## src/rtl/vedic_mult_seq.sv

```systemverilog
// Sequential Urdhva-Tiryakbhyam multiplier: 2-bit digits, one crosswise column per clock.
// Handshake: start accepted in IDLE/DONE, busy during CALC, one-cycle done with y held afterwards.
module vedic_mult_seq #(
  parameter int WIDTH = 8,
  parameter int CW    = $clog2(9 * (WIDTH / 2) + 1) + 1
) (
  input  logic               clk,
  input  logic               rst,
  input  logic               start,
  input  logic [WIDTH-1:0]   a,
  input  logic [WIDTH-1:0]   b,
  output logic               busy,
  output logic               done,
  output logic [2*WIDTH-1:0] y
);

  localparam int N  = WIDTH / 2;
  localparam int KW = $clog2(2 * N);

  typedef enum logic [1:0] {IDLE, CALC, DONE} state_t;

  state_t             r_state;
  state_t             w_state_next;
  logic [KW-1:0]      r_k;
  logic [CW-1:0]      r_carry;
  logic [WIDTH-1:0]   r_a;
  logic [WIDTH-1:0]   r_b;
  logic [2*WIDTH-1:0] r_acc;
  logic [2*WIDTH-1:0] r_y;
  logic [2*WIDTH-1:0] w_acc_next;
  logic [CW-1:0]      w_col;
  logic [CW-1:0]      w_s;
  logic [CW-1:0]      w_carry_next;
  logic               w_last;
  logic [3:0]         w_prod [N][N];

  // 2x2 vertical-and-crosswise cell built from AND gates and two half adders.
  function automatic logic [3:0] vedic2x2(input logic [1:0] x, input logic [1:0] z);
    logic       c1;
    logic [3:0] p;
    p[0] = x[0] & z[0];
    p[1] = (x[1] & z[0]) ^ (x[0] & z[1]);
    c1   = (x[1] & z[0]) & (x[0] & z[1]);
    p[2] = (x[1] & z[1]) ^ c1;
    p[3] = (x[1] & z[1]) & c1;
    return p;
  endfunction

  genvar gi, gj;
  generate
    for (gi = 0; gi < N; gi++) begin : g_row
      for (gj = 0; gj < N; gj++) begin : g_col
        assign w_prod[gi][gj] = vedic2x2(r_a[2*gi +: 2], r_b[2*gj +: 2]);
      end
    end
  endgenerate

  // Column k collects every digit pair with i+j == k; out-of-range pairs never match.
  always_comb begin
    w_col = '0;
    for (int i = 0; i < N; i++) begin
      for (int j = 0; j < N; j++) begin
        if (i + j == int'(r_k)) w_col = w_col + CW'(w_prod[i][j]);
      end
    end
  end

  assign w_s          = w_col + r_carry;
  assign w_carry_next = w_s >> 2;
  assign w_last       = (r_k == KW'(2 * N - 2));

  // Final column also deposits its carry as the top digit so y can load in the same edge.
  always_comb begin
    w_acc_next = r_acc;
    for (int d = 0; d < 2 * N - 1; d++) begin
      if (r_k == KW'(d)) w_acc_next[2*d +: 2] = w_s[1:0];
    end
    if (w_last) w_acc_next[2*WIDTH-1 -: 2] = w_carry_next[1:0];
  end

  always_comb begin
    w_state_next = r_state;
    busy         = 1'b0;
    done         = 1'b0;
    case (r_state)
      IDLE: if (start) w_state_next = CALC;
      CALC: begin
        busy = 1'b1;
        if (w_last) w_state_next = DONE;
      end
      DONE: begin
        done         = 1'b1;
        w_state_next = start ? CALC : IDLE;
      end
      default: w_state_next = IDLE;
    endcase
  end

  always_ff @(posedge clk or posedge rst) begin
    if (rst) begin
      r_state <= IDLE;
      r_k     <= '0;
      r_carry <= '0;
      r_a     <= '0;
      r_b     <= '0;
      r_acc   <= '0;
      r_y     <= '0;
    end else begin
      r_state <= w_state_next;
      case (r_state)
        IDLE, DONE: begin
          if (start) begin
            r_a     <= a;
            r_b     <= b;
            r_k     <= '0;
            r_carry <= '0;
          end
        end
        CALC: begin
          r_acc   <= w_acc_next;
          r_carry <= w_carry_next;
          r_k     <= r_k + 1'b1;
          if (w_last) r_y <= w_acc_next;
        end
        default: ;
      endcase
    end
  end

  assign y = r_y;

endmodule

```

## config.mk

```make
export PLATFORM = sky130hd
export DESIGN_NAME = vedic_mult_seq
export DESIGN_NICKNAME = d
export VERILOG_FILES = /design/src/rtl/vedic_mult_seq.sv
export SDC_FILE = /design/constraint.sdc
export NUM_CORES = 1
export LEC_CHECK = 0
export CAP_MARGIN = 5
export CORE_ASPECT_RATIO = 1.5
export CORE_MARGIN = 1
export CORE_UTILIZATION = 60
export CTS_BUF_LIST = sky130_fd_sc_hd__clkbuf_16
export CTS_CLUSTER_DIAMETER = 60
export DETAILED_ROUTE_END_ITERATION = 10
export PLACE_DENSITY = 0.86
export SLEW_MARGIN = 20
export SYNTH_ARGS = -nofsm -noshare
export SYNTH_HDL_FRONTEND = slang
export SYNTH_SLANG_ARGS = --single-unit
```

## constraint.sdc

```tcl
create_clock -name clk -period 18.7 [get_ports clk]
set_clock_uncertainty 0.1 [all_clocks]
set_input_delay 2.805 -clock clk [delete_from_list [all_inputs] [get_ports clk]]
set_output_delay 2.805 -clock clk [all_outputs]
set_load 0.02 [all_outputs]
```

# Yosys cells after proc, flatten, opt, wreduce, memory -nomap -nowiden
# Cells that the tools add are included.
[classes] bitwise=128 n_reduce_logical=9 n_lt_le_gt_ge=0 div=0 n_mul=0 mux=34 n_addsub=17 eq_ne=17 shifts=0
[op_table] operator="7-bit 2-to-1 mux" count=16
[op_table] operator="7-bit by 4-bit adder with 7-bit output" count=15
[op_table] operator="1-bit AND" count=96
[op_table] operator="1-bit XOR" count=32
[op_table] operator="2-bit 2-to-1 mux" count=10
[op_table] operator="7-bit one-hot mux with 2 select lines" count=1
[op_table] operator="3-bit == test, first input constant" count=4
[op_table] operator="3-bit == test, second input constant" count=3
[op_table] operator="2-bit AND reduction" count=4
[op_table] operator="7-bit adder" count=1
[op_table] operator="2-bit by 3-bit == test with 1-bit output, first input constant" count=2
[op_table] operator="3-bit by 2-bit == test with 1-bit output, second input constant" count=2
[op_table] operator="3-bit zero test" count=2
[op_table] operator="2-bit inequality test, second input constant" count=3
[op_table] operator="2-bit one-hot mux with 3 select lines" count=1
[op_table] operator="3-bit one-hot mux with 2 select lines" count=1
[op_table] operator="4-bit 2-to-1 mux" count=1
[op_table] operator="3-bit by 1-bit adder with 3-bit output, second input constant" count=1
[op_table] operator="3-bit by 1-bit == test with 1-bit output, second input constant" count=1
[op_table] operator="1-bit 2-to-1 mux" count=3
[op_table] operator="3-bit 2-to-1 mux" count=1
[op_table] operator="2-bit by 1-bit == test with 1-bit output, second input constant" count=1
[op_table] operator="2-bit == test, second input constant" count=1
[op_table] operator="2-bit zero test" count=1
[op_table] operator="2 further kinds" count=2
[word_totals] romBits=0 out_inout_bits=18 latchBits=0 elab_cells=212 input_bits=19 ramBits=0 register_bits=60 memories=0

# Depth between registers and ports, before layout
[depth] word_depth=36 ltp_mapped=71 mapped_depth_nobuf=71

# Least setup slack after synthesis
# No wires, ideal clock.
[synth_timing] path_type="flip-flop to flip-flop" start="register r_k[0]" end="register r_carry[4]" period_less_slack_ns=13.893 setup_slack_ns=4.807 arrival_ns=13.666 required_ns=18.473 n_path_buf=0 setup_ns=0.127 stages_incl_launch_ff=62 path_cell_list="dfrtp_1 inv_1 ha_1 nor2b_1 and3_1 ha_1 fa_1 nand2_1 a21oi_1 fa_1 mux2_2 fa_1 mux2i_1 inv_1 fa_1 nand2_1 o21ai_0 fa_1 [... 26 more ...] inv_1 ha_1 a21o_1 a21oi_1 nor2b_1 o31ai_1 ha_1 xnor2_1 mux2_2 ha_1 inv_1 nor2_1 nor2_1 inv_1 a21oi_1 nor2_1 xnor3_1 o21ai_1"
[synth_between] elab_chain_cells=34 word_cells_on_any_way=40 classes_between="add/sub (16); eq/ne (6); mux (17); reduce/logical (1)"
[synth_lines] item="start: declaration" line_no="24" text="logic [KW-1:0] r_k;"
[synth_lines] item="start signal: assignment" line_no="122" text="r_k <= r_k + 1'b1;"
[synth_lines] item="3-bit zero test" line_no="63" text="if (i + j == int'(r_k)) w_col = w_col + CW'(w_prod[i][j]);"
[synth_lines] item="4-bit 2-to-1 mux" line_no="63"
[synth_lines] item="7-bit by 4-bit adder with 7-bit output" line_no="63"
[synth_lines] item="7-bit 2-to-1 mux" line_no="63"
[synth_lines] item="7-bit by 4-bit adder with 7-bit output" line_no="63"
[synth_lines] item="7-bit 2-to-1 mux" line_no="63"
[synth_lines] item="7-bit by 4-bit adder with 7-bit output" line_no="63"
[synth_lines] item="7-bit 2-to-1 mux" line_no="63"
[synth_lines] item="[... 18 more ...]"
[synth_lines] item="7-bit by 4-bit adder with 7-bit output" line_no="63"
[synth_lines] item="7-bit 2-to-1 mux" line_no="63"
[synth_lines] item="7-bit by 4-bit adder with 7-bit output" line_no="63"
[synth_lines] item="7-bit 2-to-1 mux" line_no="63"
[synth_lines] item="7-bit by 4-bit adder with 7-bit output" line_no="63"
[synth_lines] item="7-bit 2-to-1 mux (*)" line_no="63"
[synth_lines] item="7-bit adder (*)" line_no="68" text="assign w_s = w_col + r_carry;"
[synth_lines] item="7-bit one-hot mux with 2 select lines (*)" line_no="110" text="case (r_state)"
[synth_lines] item="end signal: assignment" line_no="121" text="r_carry <= w_carry_next;"
[synth_lines] item="end: declaration" line_no="25" text="logic [CW-1:0] r_carry;"
# Every way passes the cells marked *; elsewhere a longest branch is shown, timed or not.
# A chain may end at the register's enable or synchronous reset.

# Worst setup path in the final report
# Same ends and word-level chain as after synthesis.

==> results.md <==
* Met3 Use GR at 0.0287
* I/O pin total at 37
* Share of the synthesized area in the top cell type at 0.198
* Crit path largest cell delay at 0.52 ns
* Crit. End Element: register
* Setup TNS at 0 ns
* Area Overhead vs Synth at 9.00%
* HPWL after detailed placement at 13100 um
* Mux contribution to synthesized area at 0.0985
* Antenna-violating nets left at 0
* Ys async rst share at 1.00
* Largest family of logic cells by synthesized area: adder cells
* Mapped cell area at 6840 sq um
* Tmin final at 15.36 ns
* CTS tree: done
* Synth area leaders: dfrtp_1, ha_1, mux2_2
* Final Cycle Share at 0.822
* Die area at 11800 sq um
* GRT Max-Usage Layer: met2
* ANT cells at 0
* Drt wl/cell at 17.7 um
* Met2 GRT Util at 0.553
* Critical path buffers and inverters at 5
* Worst Hold Class: reg2reg
* CTS resizes at 0
* Outcome: completed
* Starting DRC count in detailed routing at 324
* H-tree depth at 2
* Core area at 11100 sq um
* Area leader, netlist: dfrtp_1
* Longest Clk Path Bufs at 2
* Final Core Density at 0.674
* Post-Synth XOR/XNOR Area at 0.0838
* Yosys warns at 0
* GPL Wtd Cong at 0.897
* IO Port Bufs at 36
* Post-synthesis simple-gate area fraction at 0.206
* Synth cell count leaders: ha_1, nand2_1, and2_1
* #FFs+latches synth at 54
* Kind of critical path: reg2reg
* Synth Area in Compound Gates at 0.152
* First-pass GRT wire length at 27700 um
* Max stage delay cell, worst path: fa_1
* Synth cell types at 65
* Met1 Use GR at 0.329
* Post-CTS Hold Buffers at 0
* Worst slew pin tran at 0.904 ns
* Initial Util at 0.618
* Unrepaired setup endpoints after global routing: no
* Fmax at 65.1 MHz
* Main synth FF type: dfrtp_1
* CTS Sinks at 54
* Setup violations, final at 0
* EDFF count, synth at 0
* Die Wd at 89.2 um
* Mean post-synth cell area at 8.80 sq um
* GR Overflow Total at 0
* Drt pass-1 iters at 5
* Total wire length at 16700 um
* Sequential-to-total area share from yosys stat at 0.198
* Worst skew pair latency at 0.29 ns
* Critical path's most frequent cell: fa_1
* Maximum net fanout on the critical path at 7
* Largest net degree at the start of global routing at 55
* FILL cells at 873
* Worst relative slew slack at 0.396
* Adder-Cell Fraction of Synth Area at 0.234
* Vias per std cell at 6.24
* Most numerous cell in the Yosys netlist: ha_1
* WP data required at 18.82 ns
* CTS Root Cell: clkbuf_16
* Clk slew on worst S/H paths at 0.07 ns
* Initial antenna violation count at 0
* Num CTS Buffers at 5
* Hold Vio Cnt, Final at 0
* Row count at 47
* Via count at 5907
* Remaining DRCs at 0
* Vias in the first global route at 6200
* Cells after Synth at 777
* Slew Viols, Final at 0
* Crit path launch type: register
* CP Data Arrival Time at 15.48 ns
* Synth Net Count at 914
* Total GRT Usage at 0.299
* Max-Cap Viols at 0
* Die Y-Extent at 133 um
* Layout cells sized above 1 at 0.0976
* NumNets Final at 935
* Setup bufs post-CTS at 0
* CP top delay family: adder cells
-- area by class of cell --
cell class / count / area (sq um) / share of cell area
Tap cell: 147 / 184 / 0.0247
Sequential cell: 54 / 1350 / 0.181
Multi-Input combinational cell: 673 / 5290 / 0.710
Clock buffer: 5 / 125 / 0.0168
Timing Repair Buffer: 38 / 375 / 0.0504
Clock inverter: 3 / 28.8 / 0.00386
Inverter: 26 / 98.8 / 0.0133
-- sequential cells by signal, summed over array words and instances (netlist names) --
signal   cells
r_a          8
r_k          3
r_carry      5
r_acc       12
y           16
r_b          8
r_state      2
-- metal layers --
layer / part of all wire / wire [um]
met5: 0 / 0
met4: 0.040 / 665
met3: 0.037 / 613
met2: 0.54 / 9030
met1: 0.38 / 6390
-- logic make-up after synthesis --
family,after synthesis
mux,61
simple gates,276
buf+inv,50
xor+xnor,57
compound gates,161
fa+ha+maj,118
flops,54
-- worst paths after layout --
| check | depth (start not counted) | start | end | slack [ns] |
|---|---|---|---|---|
| setup / recovery | 59 | r_k[0] | r_carry[4] | 3.34 |
| hold / removal | 2 | r_acc[2] | y[2] | 0.37 |
| setup reg to reg | 59 | r_k[0] | r_carry[4] | 3.34 |
| hold reg to reg | 2 | r_acc[2] | y[2] | 0.37 |
| max in group asynchronous | 2 | rst | r_a[2] | 15.08 |
| min in group asynchronous | 2 | rst | y[4] | 2.90 |
-- cell usage in the layout, fill, tap and decap left out, types with 4 or more instances in the layout --
master	n
o211ai_1	6
fa_1	16
nor2b_1	16
a21o_1	27
clkbuf_16	5
nor3_1	7
clkdlybuf4s50_1	36
xor2_1	26
nand3_1	7
nand4_1	4
inv_1	25
xnor2_1	25
o21a_1	4
a21oi_1	47
o21ai_0	30
o21ai_1	6
mux2_2	46
nand2_1	92
ha_1	102
nor2_1	50
dfrtp_1	54
a211oi_1	6
mux2i_1	14
a31oi_1	7
and2_1	74
-- metrics by stage --
| stage | cell area, sq um | hold WS, ns | setup WS, ns | std cells |
|---|---|---|---|---|
| 2_1_floorplan | 6840 | 0.335 | 4.81 | 777 |
| 3_3_place_gp | 7300 | 0.351 | 4.14 | 938 |
| 3_5_place_dp | 7300 | 0.363 | 3.47 | 938 |
| 4_1_cts | 7450 | 0.380 | 3.46 | 946 |
| 5_1_grt | 7450 | 0.401 | 2.37 | 946 |
| 6_report | 7450 | 0.372 | 3.34 | 946 |
-- tightest hold or removal path, cell delays in order (launching register included) --
cell and delay [ns]:
dfrtp_1 0.34, nand2_1 0.05, nand2_1 0.05
Power is left out: the tool's default activity adds up to more than one toggle a clock period on the data nets, which glitch-free logic cannot reach.
==> RTL change (same settings) <==
`WIDTH`: 8 -> 4.
--- a/src/rtl/vedic_mult_seq.sv
+++ b/src/rtl/vedic_mult_seq.sv
@@ -2,5 +2,5 @@
 // Handshake: start accepted in IDLE/DONE, busy during CALC, one-cycle done with y held afterwards.
 module vedic_mult_seq #(
-  parameter int WIDTH = 8,
+  parameter int WIDTH = 4,
   parameter int CW    = $clog2(9 * (WIDTH / 2) + 1) + 1
 ) (
Interface: changed (resized a, b and y); port bits go from 37 to 21. No check against the original RTL was run, so the function may have changed too.
==> RTL change against the original RTL <==
Non-clock buffer count decreased by 18. Routed wire length down 74%. Setup slack improved by 10 ns. Maximum frequency grew to 2.9 times the old value. Global-route usage shrank 4.1 points. Final area fell by 67%. Sequential cell count down 26. Synthesized area decreased by 68%. Critical endpoint is now r_carry[3]$_DFFE_PP0P_. Highest routed layer unchanged.
==> RTL change: results (changes against the original RTL) <==
CTS
The level count of the clock H-tree was 1 (was 2). The insertion delay of the later-clocked pin in the worst-skew pair is 0.26 ns (was 0.29 ns).

Detailed routing
The met3 layer wire length in the routed design was 73 um (was 613 um). The routed length per instance is 15.4 um (was 17.7 um). The detailed-route wire length on metal 1 is 1750 um (was 6390 um). The initial DRC count is 46 (was 324).

Yosys
Most frequent cells after synthesis: sky130_fd_sc_hd__dfrtp_1, sky130_fd_sc_hd__ha_1, sky130_fd_sc_hd__nand2_1 (was sky130_fd_sc_hd__ha_1, sky130_fd_sc_hd__nand2_1, sky130_fd_sc_hd__and2_1). The proportion of synthesized chip area in sequential cells is 0.324 (was 0.198). The share of the synthesized netlist area taken by xor and xnor gates is 0.0422 (was 0.0838). The mux cell area share after synthesis was 0.101 (was 0.0985). The net count after synthesis was 263 (was 914).

The top cell type's share of synthesized area is 0.324 (was 0.198). The synthesized-area fraction occupied by adder cells is 0.199 (was 0.234). The distinct cell type count after synthesis came to 40 (was 65).

Finish
The fraction of area in multi-input gates was 0.549 (was 0.710). The finished layout cell area is 2490 um^2 (was 7450 um^2). The total number of sequential cells is 28 (was 54). The clock buffer count is 3 (was 5). The number of standard cells in the layout, taps in and fillers out came to 280 (was 946). The count of non-CTS inverters in the layout is 17 (was 26).

Worst setup path
The internal reg-to-reg setup slack is 13.41 ns (was 3.34 ns). The capture point of the worst path is r_carry[3]$_DFFE_PP0P_ (was r_carry[4]$_DFFE_PP0P_). The signal arrival time at the worst endpoint is 5.35 ns (was 15.48 ns). The cell count of the worst reg-to-reg path came to 23 (was 59). The critical path's largest stage delay is 0.41 ns (was 0.52 ns).

Global routing
The global routing met3 resource utilization was 0.0259 (was 0.0287). The number of global-route vias before repair is 1614 (was 6200). The global-route met1 utilization was 0.285 (was 0.329). The total global routing track utilization is 0.258 (was 0.299). The global routing met2 resource utilization is 0.509 (was 0.553).

Timing
The worst slack on hold paths is 0.380 ns (was 0.372 ns). The final critical-path required period is 5.29 ns (was 15.36 ns). The actual slew at the worst max-slew pin was 0.827 ns (was 0.904 ns).

Floorplan
The chip width is 51.1 um (was 89.2 um).

Min path
The start point of the worst hold path is y[2]$_DFFE_PP0P_ (was r_acc[2]$_DFFE_PP0P_).

Status
Outcome: finished, final reports clean (unchanged).

Placed design
The half-perimeter wire length after detailed placement is 3310 um (was 13100 um).
==> RTL change: cell count changes after synthesis, moves of 14 or more <==
| cell | delta |
|---|---|
| sky130_fd_sc_hd__clkbuf_1 | -17 |
| sky130_fd_sc_hd__a21o_1 | -20 |
| sky130_fd_sc_hd__o21ai_0 | -19 |
| sky130_fd_sc_hd__and2_1 | -59 |
| sky130_fd_sc_hd__nor2b_1 | -14 |
| sky130_fd_sc_hd__xor2_1 | -24 |
| sky130_fd_sc_hd__dfrtp_1 | -26 |
| sky130_fd_sc_hd__nor2_1 | -41 |
| sky130_fd_sc_hd__ha_1 | -74 |
| sky130_fd_sc_hd__a21oi_1 | -38 |
| sky130_fd_sc_hd__mux2_2 | -31 |
| sky130_fd_sc_hd__nand2_1 | -64 |
| sky130_fd_sc_hd__xnor2_1 | -21 |
==> RTL change: worst min-delay path, stage by stage (launching register included) <==
cell and delay (ns):
sky130_fd_sc_hd__dfrtp_1 0.34, sky130_fd_sc_hd__nand2_1 0.05, sky130_fd_sc_hd__o21ai_0 0.06
